[config.mk]
export PLATFORM = sky130hd
export DESIGN_NAME = uart_rx_buffer
export DESIGN_NICKNAME = d
export VERILOG_FILES = /design/src/rtl/uart_pkg.sv /design/src/rtl/sync_fifo.sv /design/src/rtl/uart_rx_buffer.sv
export SDC_FILE = /design/constraint.sdc
export NUM_CORES = 1
export LEC_CHECK = 0
export ABC_AREA = 1
export CORE_ASPECT_RATIO = 1.5
export CORE_MARGIN = 5
export CORE_UTILIZATION = 25
export DETAILED_ROUTE_END_ITERATION = 7
export DONT_BUFFER_PORTS = 1
export PLACE_DENSITY_LB_ADDON = 0.05
export SLEW_MARGIN = 15
export SYNTH_ARGS = -nofsm -noshare
export SYNTH_HDL_FRONTEND = slang
export SYNTH_HIERARCHICAL = 1
export SYNTH_SLANG_ARGS = --single-unit
[constraint.sdc]
create_clock -name clk_50m -period 5.3 [get_ports clk_50m]
set_clock_uncertainty 0.2 [all_clocks]
set_input_delay 0.53 -clock clk_50m [delete_from_list [all_inputs] [get_ports clk_50m]]
set_output_delay 0.53 -clock clk_50m [all_outputs]
set_load 0.005 [all_outputs]
[src/rtl/uart_pkg.sv]
// Shared types and constants for the UART receive-side logic.
package uart_pkg;

  localparam int UART_WORD_W = 16;

  typedef logic [UART_WORD_W-1:0] uart_word_t;

  typedef enum logic {
    IDLE,
    CLR
  } rxbuf_state_e;

endpackage

[src/rtl/sync_fifo.sv]
// Single-clock circular FIFO with first-word-fall-through read.
// The caller qualifies push and pop; a push is only issued when the FIFO is not full or a pop occurs in the same cycle.
module sync_fifo #(
  parameter int DEPTH = 16,
  parameter int WIDTH = 16,
  localparam int AW   = $clog2(DEPTH)
) (
  input  logic             clk,
  input  logic             rst_n,
  input  logic             push,
  input  logic [WIDTH-1:0] wr_data,
  input  logic             pop,
  output logic [WIDTH-1:0] rd_data,
  output logic             empty,
  output logic [AW:0]      level
);

  logic [WIDTH-1:0] mem_q [DEPTH];
  logic [AW-1:0]    wr_ptr_q, wr_ptr_d;
  logic [AW-1:0]    rd_ptr_q, rd_ptr_d;
  logic [AW:0]      level_q, level_d;

  // NOTE: storage has no reset; only pointers and level define which entries are valid.
  always_ff @(posedge clk) begin
    if (push) mem_q[wr_ptr_q] <= wr_data;
  end

  // Pointers are AW bits wide, so they wrap modulo DEPTH on their own.
  always_comb begin
    wr_ptr_d = wr_ptr_q + AW'(push);
    rd_ptr_d = rd_ptr_q + AW'(pop);
    level_d  = level_q;
    case ({push, pop})
      2'b10:   level_d = level_q + 1'b1;
      2'b01:   level_d = level_q - 1'b1;
      default: level_d = level_q;
    endcase
  end

  always_ff @(posedge clk) begin
    if (!rst_n) begin
      wr_ptr_q <= '0;
      rd_ptr_q <= '0;
      level_q  <= '0;
    end else begin
      wr_ptr_q <= wr_ptr_d;
      rd_ptr_q <= rd_ptr_d;
      level_q  <= level_d;
    end
  end

  assign rd_data = mem_q[rd_ptr_q];
  assign empty   = (level_q == '0);
  assign level   = level_q;

endmodule

[src/rtl/uart_rx_buffer.sv]
// Buffers words from the UART receiver into a FIFO and releases the receiver via ready_clr.
// Define UART_RX_BUF_STATS_EN to add the rx_count / drop_count statistics outputs.
module uart_rx_buffer
  import uart_pkg::*;
#(
  parameter int DEPTH = 16,
  localparam int AW   = $clog2(DEPTH)
) (
  input  logic                   clk_50m,
  input  logic                   rst_n,
  input  logic                   rx_ready,
  input  logic [UART_WORD_W-1:0] rx_data,
  output logic                   rx_ready_clr,
  output logic [UART_WORD_W-1:0] m_data,
  output logic                   m_valid,
  input  logic                   m_ready,
  output logic [AW:0]            level,
  output logic                   overflow,
  input  logic                   ovf_clr
`ifdef UART_RX_BUF_STATS_EN
  ,
  output logic [15:0]            rx_count,
  output logic [7:0]             drop_count
`endif
);

  localparam logic [AW:0] FULL_LVL = (AW+1)'(DEPTH);

  rxbuf_state_e state_q, state_d;
  logic         push_req, push, pop, drop, fifo_empty;
  logic         rx_ready_clr_q;
  logic         overflow_q, overflow_d;

  // NOTE: every combinational output gets a default first so no latch is inferred.
  always_comb begin
    state_d  = state_q;
    push_req = 1'b0;
    case (state_q)
      IDLE: if (rx_ready) begin
        push_req = 1'b1;
        state_d  = CLR;
      end
      CLR:     if (!rx_ready) state_d = IDLE;
      default: state_d = IDLE;
    endcase
  end

  // A full FIFO still takes the word when the head leaves in the same cycle.
  assign pop        = m_valid && m_ready;
  assign push       = push_req && ((level != FULL_LVL) || pop);
  assign drop       = push_req && !push;
  assign overflow_d = drop || (overflow_q && !ovf_clr);

  // NOTE: sequential state uses non-blocking assignments only.
  always_ff @(posedge clk_50m) begin
    if (!rst_n) begin
      state_q        <= IDLE;
      rx_ready_clr_q <= 1'b0;
      overflow_q     <= 1'b0;
    end else begin
      state_q        <= state_d;
      rx_ready_clr_q <= (state_d == CLR);
      overflow_q     <= overflow_d;
    end
  end

  assign rx_ready_clr = rx_ready_clr_q;
  assign overflow     = overflow_q;
  assign m_valid      = !fifo_empty;

  sync_fifo #(
    .DEPTH (DEPTH),
    .WIDTH (UART_WORD_W)
  ) u_fifo (
    .clk     (clk_50m),
    .rst_n   (rst_n),
    .push    (push),
    .wr_data (rx_data),
    .pop     (pop),
    .rd_data (m_data),
    .empty   (fifo_empty),
    .level   (level)
  );

`ifdef UART_RX_BUF_STATS_EN
  logic [15:0] rx_count_q, rx_count_d;
  logic [7:0]  drop_count_q, drop_count_d;

  always_comb begin
    rx_count_d   = rx_count_q + 16'(push);
    drop_count_d = drop_count_q;
    if (drop && (drop_count_q != 8'hFF)) drop_count_d = drop_count_q + 8'd1;
  end

  always_ff @(posedge clk_50m) begin
    if (!rst_n) begin
      rx_count_q   <= '0;
      drop_count_q <= '0;
    end else begin
      rx_count_q   <= rx_count_d;
      drop_count_q <= drop_count_d;
    end
  end

  assign rx_count   = rx_count_q;
  assign drop_count = drop_count_q;
`endif

endmodule

==> impl_metrics.sql, run 1 <==
INSERT INTO impl_metrics (metric_group, metric, value, unit) VALUES
('routing', 'antenna_violation_net_count_after_detailed_routing', '0', ''),
('yosys', 'yosys_register_bits', '271', ''),
('routing', 'detail_route.wirelength', '34000', 'um'),
('yosys', 'post_synth_instance_area', '11300', 'sq um'),
('yosys', 'synth_xor_area_share', '0.387', '%'),
('timing', 'timing.final.crit_share', '66.5', '%'),
('setup_path', 'cp_slowest_cell', 'sky130_fd_sc_hd__dfxtp_4', ''),
('setup_path', 'worst-path-max-fanout', '92', ''),
('routing', 'drcViolationCount', '0', ''),
('timing', 'finalHoldViolations', '0', ''),
('finish', 'layout-drive-gt1-share', '8.91', '%'),
('clocking', 'cts_max_path_buffers', '3', ''),
('clocking', 'ctsRootBufferMaster', 'sky130_fd_sc_hd__clkbuf_16', ''),
('yosys', 'synth_compound_area_share', '10.5', '%'),
('clocking', 'clock_latency', '0.55', 'ns'),
('placed_design', 'io_buffer_count', '0', ''),
('yosys', 'post_synthesis_cell_type_count', '26', ''),
('yosys', 'syn_inst', '947', ''),
('die', 'core_area', '44800', 'sq um'),
('finish', 'num-fill-cells', '4537', ''),
('die', 'fp.dieH', '271', 'um'),
('die', 'effective_utilization_at_floorplan', '25.2', '%'),
('setup_path', 'cp_cell_sequence', 'buf_12, a21oi_1, o21ai_0, nand3_1, nand3_1, nand2_1', ''),
('yosys', 'synth-edff-count', '256', ''),
('grt', 'number_of_antenna_violations_at_the_first_check_in_global_routing', '1', ''),
('yosys', 'synth-async-reset-ratio', '0', '%'),
('setup_path', 'worst_ep_required_time', '4.57', 'ns'),
('routing', 'drt-initial-drc-count', '394', ''),
('setup_path', 'criticalPathCategory', 'flip-flop to output port', ''),
('yosys', 'synthAdderAreaFrac', '0.774', '%'),
('yosys', 'synthMuxAreaShare', '0', '%'),
('yosys', 'synth_top_cells_by_area', 'sky130_fd_sc_hd__edfxtp_1 (68%), sky130_fd_sc_hd__inv_1 (5.2%), sky130_fd_sc_hd__nand3_1 (4.7%)', ''),
('yosys', 'ys.warnings.count', '6', ''),
('status', 'outcome', 'completed', ''),
('setup_path', 'worst-endpoint-arrival', '2.79', 'ns'),
('clocking', 'max_h_tree_level', '1', ''),
('timing', 'worst_slew_pin_slew', '1.04', 'ns'),
('placed_design', 'place_hpwl', '20000', 'um'),
('clocking', 'clock_sink_count', '271', ''),
('grt', 'grt_first_pass_wirelength', '50200', 'um'),
('timing', 'setup-tns-final', '0', 'ns'),
('timing', 'achievable-frequency', '0.284', 'GHz'),
('setup_path', 'end_kind', 'output port', ''),
('flow_run', 'max_cap_violations', '0', ''),
('yosys', 'synth_top_family_by_area', 'compound AO/OA/AOI/OAI gates', ''),
('yosys', 'ys_seq_area_share', '70.6', '%'),
('routing', 'via_count', '6933', ''),
('yosys', 'synth_area_per_cell', '11.9', 'sq um'),
('clocking', 'clkSlewWorstSetupHoldPaths', '0.06', 'ns'),
('power_and_ir_drop', 'power.static_leakage', '0.00460', 'uW'),
('routing', 'routedWlPerCell', '21.6', 'um'),
('timing', 'timing.slew.headroom', '30.4', '%'),
('placed_design', 'finalWeightedCongestion', '0.720', ''),
('yosys', 'synthMostInstantiatedCell', 'sky130_fd_sc_hd__edfxtp_1', ''),
('grt', 'grt_start_max_net_pins', '93', ''),
('clocking', 'tritoncts_clock_tree', 'yes', ''),
('power_and_ir_drop', 'peakVddDrop', '0.000250', 'V'),
('grt', 'grt_overflow', '0', ''),
('routing', 'via_per_inst', '4.41', ''),
('clocking', 'number_of_buffers_added_by_the_clock_tree_synthesis_step', '30', ''),
('grt', 'grt_pass1_vias', '7167', ''),
('timing', 'fin_crit', '3.52', 'ns'),
('setup_path', 'critical_path.most_common_cell', 'sky130_fd_sc_hd__nand3_1', ''),
('die', 'placementRows', '95', ''),
('die', 'boundaryPins', '45', ''),
('yosys', 'synth_top_area_share', '67.9', '%'),
('min_path', 'hold_class', 'input pin to flip-flop', ''),
('setup_path', 'worstSetupStartpointType', 'flip-flop', ''),
('timing', 'final-setup-viol-count', '0', ''),
('yosys', 'postSynthNetCount', '975', ''),
('setup_path', 'timing.critical_path.slowest_cell_delay', '1.03', 'ns');
[final cells by class]
type	instances	area [sq um]	area share (%)
Inverter	160	602	4.61
Antenna cell	1	2.50	0.0192
Multi-Input combinational cell	464	2440	18.7
Sequential cell	271	8000	61.3
Clock buffer	41	813	6.23
Timing Repair Buffer	38	370	2.84
Tap cell	582	728	5.58
Clock inverter	14	93.8	0.719
[registers in the layout (all words and copies together), names as in the netlist]
signal,cells
u_fifo/mem_q,256
rx_ready_clr,1
u_fifo/wr_ptr_q,4
u_fifo/level,5
overflow,1
u_fifo/rd_ptr_q,4
[repair_timing]
item,in CTS,in global routing
hold buffers,19,0
gates resized for setup,0,0
endpoints found under the hold margin,265,0
[cells in the final DEF, fill, tap and decap left out, drive strengths merged, types with 2 or more instances in the layout]
cell,instances
a21oi,70
buf,19
clkbuf,41
clkinv,15
dfxtp,15
dlygate4sd3,19
edfxtp,256
ha,7
inv,158
nand2,111
nand3,107
nor2,28
o211ai,64
o21ai,70
xnor2,3
xor2,2
[layer usage]
metal	track usage, %	wire length [um]	vias up
li1	-	-	3352
met1	17.5	14700	3432
met2	23.8	17100	115
met3	2.54	1470	34
met4	3.45	669	0
met5	0	0	-
[critical path, delay by kind of cell, from the launching register on]
family / cells / cell delay [ns]
compound gates: 2 / 0.22
flops: 1 / 1.03
buf+inv: 1 / 0.35
simple gates: 3 / 0.53
[path summary, 6_finish.rpt]
| check | endpoint | cells past startpoint | from | slack (ns) |
|---|---|---|---|---|
| setup / recovery | m_data[9] | 6 | u_fifo/rd_ptr_q[0] | 1.78 |
| hold / removal | u_fifo/wr_ptr_q[2] | 2 | rst_n | 0.03 |
| setup reg to reg | u_fifo/mem_q[12][10] | 9 | u_fifo/level[3] | 1.99 |
| hold reg to reg | overflow | 2 | overflow | 0.31 |
[logic make-up after synthesis]
logic type | count (synthesis)
simple gates | 247
fa+ha+maj | 7
compound gates | 205
flops | 271
buf+inv | 212
xor+xnor | 5
[power by group]
part	leakage [uW]	internal (uW)	switching, uW
sequential	0.00243	2410	205
clock	0.000450	1120	850
combinational	0.00172	387	773
total	0.00460	3910	1830
[metrics by stage]
stage          hold slack [ns]  cells  total power [uW]  worst slack [ns]  util [%]
3_3_place_gp             0.304   1496              3830              1.99      26.7
4_1_cts                0.00329   1570              5880              1.64      29.1
6_report                0.0309   1571              5740              1.78      29.1
5_1_grt                 0.0430   1571              6140              1.50      29.1
3_5_place_dp             0.305   1496              3820              1.95      26.7
2_1_floorplan            0.269    947              3480              2.62         -
(Power assumes the default switching activity.)
==> run 2, diff against run 1 <==
==> constraint.sdc (replaced) <==
create_clock -name clk_50m -period 3.06 [get_ports clk_50m]
set_clock_uncertainty 0.2 [all_clocks]
set_input_delay 0.306 -clock clk_50m [delete_from_list [all_inputs] [get_ports clk_50m]]
set_output_delay 0.306 -clock clk_50m [all_outputs]
set_load 0.005 [all_outputs]
==> impl_metrics.sql, run 2 (synthesis results as in run 1) <==
INSERT INTO impl_metrics (metric_group, metric, value, unit) VALUES
('status', 'outcome', 'completed', ''),
('die', 'die_area', '49700', 'sq um'),
('setup_path', 'criticalPathCategory', 'flip-flop to output port', ''),
('finish', 'layout-drive-gt1-share', '11.6', '%'),
('routing', 'first_pass_iters', '4', ''),
('die', 'placementRows', '95', ''),
('setup_path', 'worst-endpoint-arrival', '2.30', 'ns'),
('finish', 'flow.area_growth_from_synthesis', '18.2', '%'),
('setup_path', 'crit-reg2reg-capture', 'u_fifo/level[4]', ''),
('setup_path', 'worst_ep_required_time', '2.55', 'ns'),
('finish', 'design.final.nets', '1022', ''),
('routing', 'routed.top_layer', 'met4', ''),
('power_and_ir_drop', 'pwr_density_cell', '766', 'nW/um^2'),
('finish', 'largest_register_ff_count', '256', ''),
('grt', 'number_of_antenna_violations_at_the_first_check_in_global_routing', '1', ''),
('min_path', 'hold_class', 'input pin to flip-flop', ''),
('routing', 'drcViolationCount', '0', ''),
('placed_design', 'finalWeightedCongestion', '0.734', ''),
('setup_path', 'critical_path.most_common_cell', 'sky130_fd_sc_hd__nand3_1', ''),
('timing', 'fin_crit', '2.81', 'ns'),
('setup_path', 'worst-path-max-fanout', '35', ''),
('setup_path', 'timing.critical_path.slowest_cell_delay', '0.66', 'ns'),
('timing', 'setup-tns-final', '0', 'ns'),
('grt', 'grt_pass1_vias', '6874', ''),
('setup_path', 'cp_slowest_cell', 'sky130_fd_sc_hd__dfxtp_4', ''),
('finish', 'final_core_util', '29.8', '%'),
('setup_path', 'r2r_cells', '18', ''),
('clocking', 'max_h_tree_level', '1', ''),
('min_path', 'min_path_cells', '3', ''),
('timing', 'achievable-frequency', '0.356', 'GHz'),
('finish', 'mostFrequentLayoutCell', 'sky130_fd_sc_hd__edfxtp_1', ''),
('clocking', 'number_of_buffers_added_by_the_clock_tree_synthesis_step', '31', ''),
('flow_run', 'max_cap_violations', '0', ''),
('clocking', 'clock_sink_count', '271', ''),
('timing', 'timing.final.crit_share', '91.8', '%'),
('timing', 'final-setup-viol-count', '0', ''),
('min_path', 'hold_path_startpoint', 'rst_n', ''),
('routing', 'antenna_violation_net_count_after_detailed_routing', '0', ''),
('timing', 'timing.slew.headroom', '48.7', '%'),
('die', 'width_of_the_die', '184', 'um'),
('clocking', 'clock_latency', '0.57', 'ns'),
('routing', 'detailroute.wirelength.met2', '17400', 'um'),
('routing', 'via_count', '6927', ''),
('routing', 'm1WireLength', '13500', 'um'),
('die', 'boundaryPins', '45', ''),
('finish', 'layout.cells.most_common_list', 'sky130_fd_sc_hd__edfxtp_1 (256), sky130_fd_sc_hd__inv_1 (156), sky130_fd_sc_hd__nand2_1 (110)', ''),
('routing', 'routedWlPerCell', '20.7', 'um'),
('routing', 'detail_route.wirelength', '33100', 'um'),
('grt', 'grt_first_pass_wirelength', '48500', 'um'),
('setup_path', 'setup.reg_to_reg.worst_slack', '0.34', 'ns'),
('power_and_ir_drop', 'peakVddDrop', '0.000432', 'V'),
('min_path', 'holdPathEnd', 'rx_ready_clr', ''),
('die', 'core_area', '44800', 'sq um'),
('grt', 'grt_overflow', '0', ''),
('finish', 'registers.top_by_ff_count', 'u_fifo/mem_q', ''),
('setup_path', 'critical_path.reg2reg.startpoint', 'u_fifo/level[3]', ''),
('die', 'effective_utilization_at_floorplan', '25.2', '%'),
('timing', 'grt_setup_unrepaired', 'false', ''),
('setup_path', 'cp_num_buf_inv', '1', ''),
('placed_design', 'place_hpwl', '20300', 'um'),
('timing', 'worst_slew_pin_slew', '0.768', 'ns'),
('power_and_ir_drop', 'report.power.total', '10200', 'uW'),
('clocking', 'post_cts_buffers', '0', ''),
('setup_path', 'cp_cell_sequence', 'buf_4, a21oi_1, o21ai_0, nand3_1, nand3_1, nand2_1', ''),
('clocking', 'ctsRootBufferMaster', 'sky130_fd_sc_hd__clkbuf_16', ''),
('grt', 'grt_start_max_net_pins', '70', ''),
('power_and_ir_drop', 'power.static_leakage', '0.00478', 'uW'),
('routing', 'via_per_inst', '4.33', ''),
('die', 'fp.dieH', '271', 'um'),
('clocking', 'clkSlewWorstSetupHoldPaths', '0.06', 'ns'),
('placed_design', 'io_buffer_count', '0', ''),
('timing', 'timing.hold.ws', '0.196', 'ns'),
('clocking', 'tritoncts_clock_tree', 'yes', ''),
('grt', 'gr-usage-all-layers', '13.2', '%'),
('setup_path', 'worstSetupStartpointType', 'flip-flop', ''),
('finish', 'antenna-diode-count', '0', ''),
('routing', 'detailroute.wirelength.met3', '1550', 'um'),
('timing', 'timing_max_transition_violations_final', '0', ''),
('setup_path', 'critPathTopFamily', 'flip-flops', ''),
('routing', 'drt-initial-drc-count', '397', ''),
('clocking', 'cts_max_path_buffers', '3', ''),
('setup_path', 'end_kind', 'output port', ''),
('timing', 'finalHoldViolations', '0', '');
## run 2: cell count changes in the layout (fill, tap and decap cells not counted), sizes merged
cell / delta
clkinvlp: +1
diode: -1
buf: +26
clkbuf: -4
bufinv: +1
clkinv: +4
dlygate4sd3: +2
inv: +1
## run 2: metal layers
metal  global-route usage [%]  up-vias
met5                        0        -
met1                     16.1     3360
met3                     2.69       38
met2                     23.8      116
met4                     3.41        0
li1                         -     3413
## run 2: worst max-delay path by stage
| stage | startpoint | to | slack, ns | cells past startpoint |
|---|---|---|---|---|
| floorplan | u_fifo/level[3] | u_fifo/mem_q[0][0] | 0.38 | 10 |
| global placement | u_fifo/level[2] | u_fifo/level[4] | 0.29 | 17 |
| detailed placement | u_fifo/level[3] | u_fifo/level[4] | 0.15 | 20 |
| CTS | u_fifo/level[3] | u_fifo/level[4] | 0.13 | 20 |
| global route | u_fifo/level[3] | u_fifo/level[4] | 0.02 | 19 |
| finish | u_fifo/rd_ptr_q[0] | m_data[3] | 0.25 | 6 |
## run 2: where the power goes
group | leakage, uW | switching, uW | internal [uW]
Combinational | 0.00187 | 1610 | 762
Sequential | 0.00243 | 135 | 4170
Clock | 0.000471 | 1530 | 2030
## run 2: area by class of cell
class | instances | area (sq um)
timing repair buffer | 66 | 623
multi-input combinational | 464 | 2460
clock inverter | 21 | 164
sequential | 271 | 8000
tap | 582 | 728
fill | 4548 | 31400
clock buffer | 37 | 798
inverter | 160 | 602
## run 2: stage by stage
step           std cells  cell area [sq um]  setup slack [ns]
6_report            1601              13400             0.249
5_1_grt             1601              13400            0.0211
4_1_cts             1601              13400             0.127
3_5_place_dp        1522              12200             0.153
3_3_place_gp        1522              12200             0.285
2_1_floorplan        947              11300             0.384
## run 2: timing repair
| item | CTS | global route |
|---|---|---|
| hold endpoints to repair | 271 | 0 |
| resized for setup | 0 | 3 |
| endpoints found under the setup margin | 0 | 4 |
| hold buffers | 21 | 0 |
## run 2: worst register-to-register path, delay by kind of cell (launching register included)
family	cells	cell delay (ns)
simple gates	11	1.26
fa+ha+maj	2	0.44
buf+inv	4	0.32
flops	1	0.31
compound gates	1	0.10
